$ cat config.mk
export PLATFORM = sky130hd
export DESIGN_NAME = bcd_bin_codec
export DESIGN_NICKNAME = d
export VERILOG_FILES = /design/src/rtl/bcd_bin_codec.sv
export SDC_FILE = /design/constraint.sdc
export NUM_CORES = 1
export LEC_CHECK = 0
export CAP_MARGIN = 25
export CELL_PAD_IN_SITES_DETAIL_PLACEMENT = 1
export CELL_PAD_IN_SITES_GLOBAL_PLACEMENT = 1
export CORE_MARGIN = 4
export CORE_UTILIZATION = 49
export CTS_BUF_LIST = sky130_fd_sc_hd__clkbuf_16
export DETAILED_ROUTE_END_ITERATION = 8
export DONT_BUFFER_PORTS = 1
export HOLD_SLACK_MARGIN = 0.15
export PLACE_DENSITY = 0.85
export SLEW_MARGIN = 20
export SYNTH_ARGS = -nofsm -noshare
export SYNTH_HDL_FRONTEND = slang
export SYNTH_SLANG_ARGS = --single-unit
$ cat constraint.sdc
create_clock -name clk -period 3.25 [get_ports clk]
set_input_delay 0.975 -clock clk [delete_from_list [all_inputs] [get_ports clk]]
set_output_delay 0.975 -clock clk [all_outputs]
set_load 0.01 [all_outputs]
$ cat src/rtl/bcd_bin_codec.sv
// Multi-cycle packed-BCD <-> unsigned binary converter with a start/busy/done handshake.
// Mode 0 does a digit-serial multiply-accumulate; mode 1 runs double dabble.
module bcd_bin_codec #(
    parameter int DIGITS = 3,
    parameter int BW     = 10,
    parameter int CW     = 5
) (
    input  logic                  clk,
    input  logic                  rst_n,
    input  logic                  start,
    input  logic                  mode,
    input  logic [4*DIGITS-1:0]   bcd_in,
    input  logic [BW-1:0]         bin_in,
    output logic [BW-1:0]         bin_out,
    output logic [4*DIGITS-1:0]   bcd_out,
    output logic                  busy,
    output logic                  done,
    output logic                  err
);

    localparam int DW = 4 * DIGITS;
    localparam logic [CW-1:0] LAST_B2 = CW'(DIGITS - 1);
    localparam logic [CW-1:0] LAST_D2 = CW'(BW - 1);
    localparam longint unsigned MAX_BIN = 64'(10 ** DIGITS) - 64'd1;

    typedef enum logic [1:0] {IDLE, RUN, DONE} state_t;

    state_t            state_q, state_d;
    logic              mode_q, mode_d;
    logic              inval_q, inval_d;
    logic [CW-1:0]     cnt_q, cnt_d;
    logic [DW-1:0]     src_q, src_d;
    logic [BW-1:0]     acc_q, acc_d;
    logic [DW-1:0]     dd_q, dd_d;
    logic [BW-1:0]     bin_out_q, bin_out_d;
    logic [DW-1:0]     bcd_out_q, bcd_out_d;
    logic              busy_q, busy_d;
    logic              done_q, done_d;
    logic              err_q, err_d;

    logic [DIGITS-1:0] digit_bad;
    logic              bad_digit;
    logic              ovf;
    logic [DW-1:0]     dd_adj;
    logic [DW+BW-1:0]  dd_shift;
    logic [BW-1:0]     acc_mac;
    logic              last;

    // Input validity is judged once, on the operand as latched, so the flag
    // reflects what the user supplied rather than any wrap in the datapath.
    generate
        for (genvar gi = 0; gi < DIGITS; gi++) begin : g_digit
            assign digit_bad[gi] = (bcd_in[gi*4 +: 4] > 4'd9);
            assign dd_adj[gi*4 +: 4] = (dd_q[gi*4 +: 4] >= 4'd5) ? dd_q[gi*4 +: 4] + 4'd3
                                                                  : dd_q[gi*4 +: 4];
        end
    endgenerate

    assign bad_digit = |digit_bad;
    assign ovf       = (64'(bin_in) > MAX_BIN);
    assign dd_shift  = {dd_adj[DW-2:0], acc_q, 1'b0};
    assign acc_mac   = acc_q * BW'(10) + BW'(src_q[DW-1 -: 4]);
    assign last      = mode_q ? (cnt_q == LAST_D2) : (cnt_q == LAST_B2);

    always_comb begin
        state_d   = state_q;
        mode_d    = mode_q;
        inval_d   = inval_q;
        cnt_d     = cnt_q;
        src_d     = src_q;
        acc_d     = acc_q;
        dd_d      = dd_q;
        bin_out_d = bin_out_q;
        bcd_out_d = bcd_out_q;
        busy_d    = busy_q;
        done_d    = 1'b0;
        err_d     = err_q;

        case (state_q)
            IDLE, DONE: begin
                state_d = IDLE;
                if (start) begin
                    state_d = RUN;
                    mode_d  = mode;
                    src_d   = bcd_in;
                    acc_d   = mode ? bin_in : '0;
                    dd_d    = '0;
                    cnt_d   = '0;
                    inval_d = mode ? ovf : bad_digit;
                    busy_d  = 1'b1;
                end
            end
            RUN: begin
                cnt_d = cnt_q + CW'(1);
                if (mode_q) begin
                    {dd_d, acc_d} = dd_shift;
                end else begin
                    acc_d = acc_mac;
                    src_d = src_q << 4;
                end
                if (last) begin
                    state_d = DONE;
                    busy_d  = 1'b0;
                    done_d  = 1'b1;
                    err_d   = inval_q;
                    if (mode_q)
                        bcd_out_d = inval_q ? '0 : dd_shift[DW+BW-1:BW];
                    else
                        bin_out_d = inval_q ? '0 : acc_mac;
                end
            end
            default: state_d = IDLE;
        endcase
    end

    always_ff @(posedge clk or negedge rst_n) begin
        if (!rst_n) begin
            state_q   <= IDLE;
            mode_q    <= 1'b0;
            inval_q   <= 1'b0;
            cnt_q     <= '0;
            src_q     <= '0;
            acc_q     <= '0;
            dd_q      <= '0;
            bin_out_q <= '0;
            bcd_out_q <= '0;
            busy_q    <= 1'b0;
            done_q    <= 1'b0;
            err_q     <= 1'b0;
        end else begin
            state_q   <= state_d;
            mode_q    <= mode_d;
            inval_q   <= inval_d;
            cnt_q     <= cnt_d;
            src_q     <= src_d;
            acc_q     <= acc_d;
            dd_q      <= dd_d;
            bin_out_q <= bin_out_d;
            bcd_out_q <= bcd_out_d;
            busy_q    <= busy_d;
            done_q    <= done_d;
            err_q     <= err_d;
        end
    end

    assign bin_out = bin_out_q;
    assign bcd_out = bcd_out_q;
    assign busy    = busy_q;
    assign done    = done_q;
    assign err     = err_q;

endmodule

==> flow_summary.yaml, run 1 <==
timing:
  timing.setup.tns_ns: 0
  final-max-slew-violation-count: 0
  post-route-period-util_pct: 92.4
  maxClockFrequency_mhz: 333
  timing.max_slew.rel_slack_pct: 48.2
  final_critical_path_setup_slack_ns: 0.247
  timing.clock.skew_ns: 0.00735
  worst_slew_pin_slew_ns: 0.777
  finalHoldViolCount: 0
  rsz0062_at_grt: "no"
  setup_viol: 0
  final_critical_path_required_period_ns: 3.00
clocking:
  clk_pin_slew_ns: 0.06
  tritoncts_clock_tree: "built"
  post_cts_setup_buffer_count: 0
  cts.sink_count: 68
  cts.path.max_buffers: 2
  numCtsBuffers: 9
  h-tree-depth: 3
  clkLatencyLatePin_ns: 0.33
  clock_tree.root_cell: "sky130_fd_sc_hd__clkbuf_16"
detailed_routing:
  drcViolationCount: 0
  drt-pass1-iter-count: 4
  route.antenna.remaining_nets: 0
  drt_iter0_drc: 175
  route.final.wire_length_um: 10000
  post_drt_wl_per_cell_um: 20.7
  viasPerCell: 6.24
  route.vias.total: 3013
global_routing:
  initial_antenna_violation_count: 0
  grtUsageMet1_pct: 30.7
  grt_util_met2_pct: 39.1
  overflow: 0
  globalRoute.busiestLayer: "met2"
  first_global_vias: 3190
  globalRouteMet3Util_pct: 6.25
  wire_length_of_the_first_global_routing_pass_um: 16200
  grt_start_max_net_pins: 69
  global_route.usage.total_pct: 23.8
worst_setup_path:
  critical-path-max-stage-delay_ns: 0.42
  worst_setup_path_category: "reg -> reg"
  cp_data_arrival_time_ns: 3.23
  start_kind: "flop"
  worstPathCellList: "ha_1, ha_1, fa_1, a211oi_2, o22ai_1, nor4b_2, xnor3_1, o31ai_1"
  regToRegStartpoint: "acc_q[1]"
  startpoint: "acc_q[1]"
  worstReg2RegEnd: "acc_q[9]"
  worst_setup_path_end_kind: "flop"
  ff2ff_setup_slack_ns: 0.25
  reg2reg_depth: 8
  largest_fanout_of_any_net_on_the_critical_path: 4
  cp_common_cell: "sky130_fd_sc_hd__ha_1"
  timing.critical_path.required_ns: 3.48
  slowest_stage: "sky130_fd_sc_hd__fa_1"
synth:
  synth_ff_type: "sky130_fd_sc_hd__dfrtp_1"
  synth.ff_latch_count: 68
  ys_warn_count: 0
  synthesis.nets: 428
  synth_seq_area_share_pct: 47.1
  avgSynthCellArea_um2: 9.53
  syn_area_um2: 3610
  synth_edf_count: 0
  synth-async-reset-ratio_pct: 100
  synth_cells: 379
  number_of_library_cell_types_mapped_by_synthesis: 43
floorplanning:
  ioPinCount: 51
  die-height_um: 93.8
  floorplan.initialDensity_pct: 50.1
  num_rows: 31
  core_region_area_um2: 7210
  dieWidth_um: 93.8
  dieArea_um2: 8810
pwr:
  power-per-cell-area_nw_per_um2: 1340
  ir_worst_vdd_v: 0.000571
  cellLeakagePower_nw: 1.74
finish:
  area_growth_syn_to_layout_pct: 11.8
  fill_cells: 835
  layout-drive-gt1-share_pct: 7.81
  design.final.nets: 428
  antenna-diode-count: 0
run:
  maxCapViolations: 0
outcome:
  status: "finished clean"
place:
  dp_worst_setup_slack_ns: 0.271
  io_buffers: 0
  place_hpwl_um: 6810
  place.gp.congestion: 0.899
worst_hold_path:
  hold_path_class: "in -> async"
cells by family after synthesis:
group	count (synthesis)	synth area share, %
simple gates	129	16.6
compound gates	114	20.0
flops	68	47.1
buf+inv	27	2.81
fa+ha+maj	23	8.39
xor+xnor	12	3.29
mux	6	1.80
timing repair:
action	in CTS	in global routing
gates resized for setup	0	1
hold buffers	0	0
setup endpoints to repair	0	2
per-stage QoR:
stage          area (um2)  instances  hold WS [ns]  power (mW)  utilization [%]
2_1_floorplan        3610        379         0.466        3.49                -
3_3_place_gp         3710        466         0.483        4.05             51.4
3_5_place_dp         3710        466         0.482        4.25             51.4
4_1_cts              4020        482         0.329        5.39             55.8
5_1_grt              4040        483         0.324        5.82             55.9
6_report             4040        483         0.336        5.42             55.9
cell usage in the layout, fill, tap and decap left out, types with 3 or more instances in the layout:
master,instances
sky130_fd_sc_hd__nand3_1,15
sky130_fd_sc_hd__clkbuf_16,9
sky130_fd_sc_hd__dfrtp_1,68
sky130_fd_sc_hd__ha_1,21
sky130_fd_sc_hd__inv_1,10
sky130_fd_sc_hd__nand2b_1,8
sky130_fd_sc_hd__a22o_1,6
sky130_fd_sc_hd__o21bai_1,3
sky130_fd_sc_hd__a211oi_1,3
sky130_fd_sc_hd__nand2_1,53
sky130_fd_sc_hd__o21ai_0,37
sky130_fd_sc_hd__nor2_1,32
sky130_fd_sc_hd__o31ai_1,15
sky130_fd_sc_hd__nand4_1,3
sky130_fd_sc_hd__mux2_2,4
sky130_fd_sc_hd__nor3b_1,6
sky130_fd_sc_hd__a31oi_1,10
sky130_fd_sc_hd__nor2b_1,3
sky130_fd_sc_hd__xnor2_1,6
sky130_fd_sc_hd__a32o_1,4
sky130_fd_sc_hd__buf_4,6
sky130_fd_sc_hd__nor4_1,3
sky130_fd_sc_hd__xor2_1,5
sky130_fd_sc_hd__a21oi_1,21
metal layers:
layer / up-vias / share of wire (%) / wire length, um
li1: 1362 / - / -
met4: 0 / 1.6 / 160
met2: 107 / 49 / 4870
met3: 18 / 7.9 / 788
met1: 1526 / 42 / 4190
met5: - / 0 / 0
layout make-up:
class                   instances  area [um2]  share of cell area [%]
inverters                      10        37.5                   0.930
well taps                      99         124                    3.07
multi-input cells             284        1810                    44.9
clock inverters                 7        90.1                    2.23
flip-flops and latches         68        1700                    42.2
clock buffers                   9         225                    5.58
repair buffers                  6        45.0                    1.12
registers in the layout, summed over array words and instances (netlist names):
register  flops
bcd_out      12
err           1
busy          1
done          1
acc_q        10
cnt_q         5
bin_out      10
mode_q        1
state_q       2
src_q        12
dd_q         12
inval_q       1
critical path, delay by kind of cell, from the launching register on:
| kind | cells | cell delay [ns] |
|---|---|---|
| adders and majority gates | 3 | 0.96 |
| AOI/OAI and AO/OA | 3 | 0.79 |
| xor gates and xnor gates | 1 | 0.42 |
| DFF | 1 | 0.41 |
| and+or+nand+nor | 1 | 0.31 |
cell usage after synthesis (2+ instances only):
cell type | number | area share, %
sky130_fd_sc_hd__dfrtp_1 | 68 | 47
sky130_fd_sc_hd__nand2_1 | 53 | 5.5
sky130_fd_sc_hd__o21ai_0 | 37 | 5.1
sky130_fd_sc_hd__nor2_1 | 32 | 3.3
sky130_fd_sc_hd__a21oi_1 | 21 | 2.9
sky130_fd_sc_hd__ha_1 | 21 | 7.3
sky130_fd_sc_hd__clkbuf_1 | 17 | 1.8
sky130_fd_sc_hd__nand3_1 | 15 | 2.1
sky130_fd_sc_hd__o31ai_1 | 15 | 3.1
sky130_fd_sc_hd__a31oi_1 | 10 | 1.7
sky130_fd_sc_hd__inv_1 | 10 | 1.0
sky130_fd_sc_hd__nand2b_1 | 8 | 1.4
sky130_fd_sc_hd__a22o_1 | 6 | 1.5
sky130_fd_sc_hd__nor3b_1 | 6 | 1.2
sky130_fd_sc_hd__xnor2_1 | 6 | 1.5
sky130_fd_sc_hd__xor2_1 | 5 | 1.2
sky130_fd_sc_hd__a211oi_1 | 4 | 0.83
sky130_fd_sc_hd__a32o_1 | 4 | 1.1
sky130_fd_sc_hd__mux2_2 | 4 | 1.2
sky130_fd_sc_hd__nand4_1 | 3 | 0.52
sky130_fd_sc_hd__nor2b_1 | 3 | 0.52
sky130_fd_sc_hd__nor4_1 | 3 | 0.52
sky130_fd_sc_hd__o21bai_1 | 3 | 0.62
sky130_fd_sc_hd__a221oi_1 | 2 | 0.49
sky130_fd_sc_hd__fa_1 | 2 | 1.1
sky130_fd_sc_hd__mux2i_1 | 2 | 0.55
sky130_fd_sc_hd__o211ai_1 | 2 | 0.42
sky130_fd_sc_hd__o22ai_1 | 2 | 0.35
where the power goes:
part / total, mW / internal, mW / switching [mW]
combinational: 2.79 / 1.09 / 1.70
clock: 1.05 / 0.669 / 0.377
sequential: 1.59 / 1.19 / 0.399
total: 5.42 / 2.95 / 2.47
worst max-delay path by stage:
stage	to	slack, ns	depth (start not counted)
after detailed placement	bin_out[9]	0.27	8
after floorplan	bin_out[9]	0.55	8
after global routing	acc_q[9]	0.05	8
after global placement	bin_out[9]	0.38	8
after CTS	acc_q[9]	0.13	8
final	acc_q[9]	0.25	8
Note: power is estimated with default switching activity, not from simulation.
==> run 2: changes to the inputs <==
clock period = 3.1 ns   (was 3.25 ns; I/O delays follow)
==> flow_summary.yaml, run 2 (synthesis gave the netlist of run 1 again) <==
outcome:
  status: "finished clean"
detailed_routing:
  drt-pass1-iter-count: 4
  post_drt_wl_per_cell_um: 20.3
  viasPerCell: 6.04
  drt_iter0_drc: 167
  drcViolationCount: 0
  route.antenna.remaining_nets: 0
  route.final.wire_length_um: 9850
  route.vias.total: 2922
worst_hold_path:
  hold_path_class: "in -> async"
worst_setup_path:
  reg2reg_depth: 8
  worstReg2RegEnd: "bin_out[9]"
  cp_num_buf_inv: 0
  largest_delay_share_family_worst_path: "adder cells"
  largest_fanout_of_any_net_on_the_critical_path: 4
  start_kind: "flop"
  cp_common_cell: "sky130_fd_sc_hd__ha_1"
  worst_setup_path_end_kind: "flop"
  worstPathCellList: "ha_1, ha_1, fa_1, a211oi_2, o22ai_1, nor4b_2, xnor3_1, o31ai_2"
  cp_data_arrival_time_ns: 3.21
  critical-path-max-stage-delay_ns: 0.45
  worst_setup_path_category: "reg -> reg"
  slowest_stage: "sky130_fd_sc_hd__fa_1"
  regToRegStartpoint: "acc_q[1]"
  timing.critical_path.required_ns: 3.33
  ff2ff_setup_slack_ns: 0.12
pwr:
  design_power_total_mw: 5.70
  cellLeakagePower_nw: 1.74
  power-per-cell-area_nw_per_um2: 1410
  ir_worst_vdd_v: 0.000641
place:
  place.gp.congestion: 0.897
  place_hpwl_um: 7000
  place_inst: 467
  io_buffers: 0
global_routing:
  overflow: 0
  grt_start_max_net_pins: 69
  global_route.usage.total_pct: 24.1
  wire_length_of_the_first_global_routing_pass_um: 16500
  first_global_vias: 3129
  initial_antenna_violation_count: 0
timing:
  timing.max_slew.rel_slack_pct: 51.8
  finalHoldViolCount: 0
  post-route-period-util_pct: 96.2
  final_critical_path_required_period_ns: 2.98
  setup_viol: 0
  timing.clock.skew_ns: 0.00672
  timing.setup.tns_ns: 0
  maxClockFrequency_mhz: 335
  final-max-slew-violation-count: 0
  worst_slew_pin_slew_ns: 0.721
floorplanning:
  die-height_um: 93.8
  dieArea_um2: 8810
  num_rows: 31
  dieWidth_um: 93.8
  floorplan.initialDensity_pct: 50.1
  core_region_area_um2: 7210
  ioPinCount: 51
finish:
  seq_cell_area_um2: 1700
  layoutNonFillerInstCount: 484
  design.final.nets: 429
  multi_input_area_um2: 1830
  mostFrequentLayoutCell: "sky130_fd_sc_hd__dfrtp_1"
  layout-drive-gt1-share_pct: 8.31
  antenna-diode-count: 0
  area_growth_syn_to_layout_pct: 12.4
  most_frequent_cells_in_the_layout: "sky130_fd_sc_hd__dfrtp_1, sky130_fd_sc_hd__nand2_1, sky130_fd_sc_hd__o21ai_0"
  fill_cells: 829
clocking:
  clock_tree.root_cell: "sky130_fd_sc_hd__clkbuf_16"
  clkLatencyLatePin_ns: 0.33
  h-tree-depth: 3
  cts_hold_buffers_added: 0
  clk_pin_slew_ns: 0.06
  cts.path.max_buffers: 2
  tritoncts_clock_tree: "built"
  numCtsBuffers: 9
  cts.sink_count: 68
run:
  maxCapViolations: 0
[run 2: worst register-to-register path, stage by stage, from the launching register on]
cell and delay (ns):
sky130_fd_sc_hd__dfrtp_1 0.42, sky130_fd_sc_hd__ha_1 0.31, sky130_fd_sc_hd__ha_1 0.23, sky130_fd_sc_hd__fa_1 0.45
sky130_fd_sc_hd__a211oi_2 0.37, sky130_fd_sc_hd__o22ai_1 0.17, sky130_fd_sc_hd__nor4b_2 0.29, sky130_fd_sc_hd__xnor3_1 0.42
sky130_fd_sc_hd__o31ai_2 0.22
[run 2: worst max path at each step]
stage	start	slack, ns	to	cells past startpoint
final	acc_q[1]	0.12	bin_out[9]	8
after CTS	acc_q[1]	0.04	bin_out[9]	8
after global placement	acc_q[1]	0.22	bin_out[9]	8
after detailed placement	acc_q[1]	0.08	bin_out[9]	8
after floorplan	acc_q[1]	0.40	bin_out[9]	8
after global routing	acc_q[1]	-0.03	bin_out[9]	8
[run 2: stage by stage]
step	hold WS, ns	cell area, um2	utilization, %	setup WS [ns]
finish	0.297	4060	56.3	0.118
global route	0.282	4060	56.3	-0.0287
CTS	0.290	4030	55.9	0.0383
detailed placement	0.482	3720	51.5	0.0755
global placement	0.482	3720	51.5	0.224
floorplan	0.466	3610	-	0.404
[run 2: cell type report]
cell class,instances,share of cell area [%]
clock buffer,9,5.55
multi-input combinational,284,45.0
clock inverter,7,2.25
sequential,68,41.9
inverter,10,0.925
tap,99,3.05
timing repair buffer,7,1.29
[run 2: per-layer routing]
layer / share of wire (%) / track usage [%] / routed length (um) / vias up
met4: 0.94 / 7.58 / 93 / 0
li1: - / - / - / 1365
met1: 43 / 31.6 / 4250 / 1482
met5: 0 / 0 / 0 / -
met3: 5.9 / 5.85 / 585 / 7
met2: 50 / 39.4 / 4920 / 68
[run 2: power by group]
group | leakage [nW] | switching (mW) | total (mW) | internal (mW)
logic | 0.722 | 1.80 | 2.97 | 1.17
registers | 0.875 | 0.390 | 1.64 | 1.25
clock network | 0.147 | 0.395 | 1.10 | 0.700
total | 1.74 | 2.58 | 5.70 | 3.12
[run 2: timing repair]
action                                  CTS  global route
endpoints found under the setup margin    0             2
buffers inserted                          0             0
gates resized for setup                   0             3
==> run 3: changes to the inputs <==
CORE_UTILIZATION = 44   (was 49)
PLACE_DENSITY = 0.8   (was 0.85)
clock period = 2.4 ns   (was 3.1 ns; I/O delays follow)
==> flow_summary.yaml, run 3 (synthesis gave the netlist of run 1 again) <==
detailed_routing:
  drt_iter0_drc: 101
  route.final.wire_length_um: 10400
  post_drt_wl_per_cell_um: 20.5
  route.antenna.remaining_nets: 0
  drt-pass1-iter-count: 4
  viasPerCell: 5.99
  route.vias.total: 3045
  drcViolationCount: 0
timing:
  final_critical_path_setup_slack_ns: -0.309
  timing.max_slew.rel_slack_pct: 49.4
  final_critical_path_required_period_ns: 2.71
  post-route-period-util_pct: 113
  rsz0062_at_grt: "yes"
  finalHoldViolCount: 0
  worst_slew_pin_slew_ns: 0.759
  timing.clock.skew_ns: 0.00616
  fin_hold_ws_ns: 0.255
  final-max-slew-violation-count: 0
  setup_viol: 5
  maxClockFrequency_mhz: 369
clocking:
  tritoncts_clock_tree: "built"
  cts.path.max_buffers: 2
  clkLatencyLatePin_ns: 0.33
  clk_pin_slew_ns: 0.05
  numCtsBuffers: 9
  cts.sink_count: 68
  clock_tree.root_cell: "sky130_fd_sc_hd__clkbuf_16"
  h-tree-depth: 3
global_routing:
  grtUsageMet1_pct: 29.3
  first_global_vias: 3296
  wire_length_of_the_first_global_routing_pass_um: 17200
  globalRoute.busiestLayer: "met2"
  global_route.usage.total_pct: 22.3
  grt_util_met2_pct: 36.3
  overflow: 0
  globalRouteMet3Util_pct: 6.09
  initial_antenna_violation_count: 0
  grt_start_max_net_pins: 69
floorplanning:
  die-height_um: 98.6
  dieArea_um2: 9720
  core_region_area_um2: 7850
  ioPinCount: 51
  num_rows: 32
  floorplan.initialDensity_pct: 46.0
  dieWidth_um: 98.6
outcome:
  violations: "setup timing"
  status: "complete, but fails checks"
worst_setup_path:
  worst_setup_path_end_kind: "flop"
  worstReg2RegEnd: "bin_out[9]"
  largest_fanout_of_any_net_on_the_critical_path: 4
  ff2ff_setup_slack_ns: -0.31
  cp_num_buf_inv: 1
  critical-path-max-stage-delay_ns: 0.49
  worstPathCellList: "buf_4, ha_1, ha_4, o21ai_1, o21bai_1, a21oi_1, xnor3_1, o31ai_2"
  slowest_stage: "sky130_fd_sc_hd__xnor3_1"
  cp_data_arrival_time_ns: 2.93
  reg2reg_depth: 8
  worst_setup_path_category: "reg -> reg"
  start_kind: "flop"
  regToRegStartpoint: "acc_q[3]"
  largest_delay_share_family_worst_path: "compound AO/OA/AOI/OAI gates"
  timing.critical_path.required_ns: 2.62
finish:
  layout-drive-gt1-share_pct: 17.7
  layoutNonFillerInstCount: 508
  design.final.nets: 450
  fin_area_um2: 4410
  mostFrequentLayoutCell: "sky130_fd_sc_hd__dfrtp_1"
  fill_cells: 899
  area_growth_syn_to_layout_pct: 22.0
  most_frequent_cells_in_the_layout: "sky130_fd_sc_hd__dfrtp_1, sky130_fd_sc_hd__nand2_1, sky130_fd_sc_hd__o21ai_0"
  fin_util_pct: 56.2
  antenna-diode-count: 0
place:
  io_buffers: 0
  area_post_placement_um2: 3860
  place_hpwl_um: 7140
  place.gp.congestion: 0.879
  place_inst: 486
worst_hold_path:
  hold_path_class: "in -> async"
run:
  maxCapViolations: 0
[run 3: cell types whose count changed in the layout (fill, tap and decap cells not counted), moves of 3 or more]
cell	before	now
sky130_fd_sc_hd__inv_1	10	13
sky130_fd_sc_hd__ha_4	0	4
sky130_fd_sc_hd__buf_4	7	23
sky130_fd_sc_hd__ha_1	21	16
sky130_fd_sc_hd__buf_6	0	4
[run 3: area by class of cell]
cell class | instances | area [um2] | share of cell area, %
sequential | 68 | 1700 | 38.6
clock inverter | 7 | 37.5 | 0.852
timing repair buffer | 28 | 245 | 5.57
tap | 102 | 128 | 2.90
inverter | 10 | 37.5 | 0.852
multi-input combinational | 284 | 2030 | 46.1
clock buffer | 9 | 225 | 5.11
[run 3: how the worst max path moves through the flow]
stage | to | from | slack (ns) | cells past startpoint
after floorplan | acc_q[9] | acc_q[3] | -0.02 | 7
after detailed placement | acc_q[9] | acc_q[3] | -0.23 | 8
after global placement | acc_q[9] | acc_q[3] | -0.06 | 8
after global routing | bin_out[9] | acc_q[4] | -0.36 | 8
after CTS | bin_out[9] | acc_q[3] | -0.22 | 8
final | bin_out[9] | acc_q[3] | -0.31 | 8
[run 3: per-layer routing]
metal / up-vias / wire length [um]
li1: 1407 / -
met1: 1536 / 4470
met2: 85 / 5010
met3: 17 / 736
met4: 0 / 202
met5: - / 0
[run 3: worst reg2reg max path, stage by stage, from the launching register on]
cell and delay [ns]:
sky130_fd_sc_hd__dfrtp_1 0.41, sky130_fd_sc_hd__buf_4 0.16, sky130_fd_sc_hd__ha_1 0.34, sky130_fd_sc_hd__ha_4 0.30, sky130_fd_sc_hd__o21ai_1 0.29, sky130_fd_sc_hd__o21bai_1 0.11, sky130_fd_sc_hd__a21oi_1 0.22, sky130_fd_sc_hd__xnor3_1 0.49
sky130_fd_sc_hd__o31ai_2 0.29
[run 3: what timing repair did]
| action | CTS | global route |
|---|---|---|
| setup endpoints to repair | 4 | 9 |
| endpoints found under the hold margin | 68 | 0 |
| setup buffers | 2 | 3 |
| resized for setup | 12 | 25 |
| hold buffers | 1 | 0 |
| pin swaps | 5 | 14 |
[run 3: metrics by stage]
step	setup TNS (ns)	setup slack [ns]
2_1_floorplan	-0.0321	-0.0249
3_3_place_gp	-0.130	-0.0598
3_5_place_dp	-0.630	-0.228
4_1_cts	-0.597	-0.220
5_1_grt	-1.43	-0.362
6_report	-0.800	-0.309
Power of run 3 is left out: the tool's default activity adds up to more than one toggle a clock period on the data nets, which glitch-free logic cannot reach.
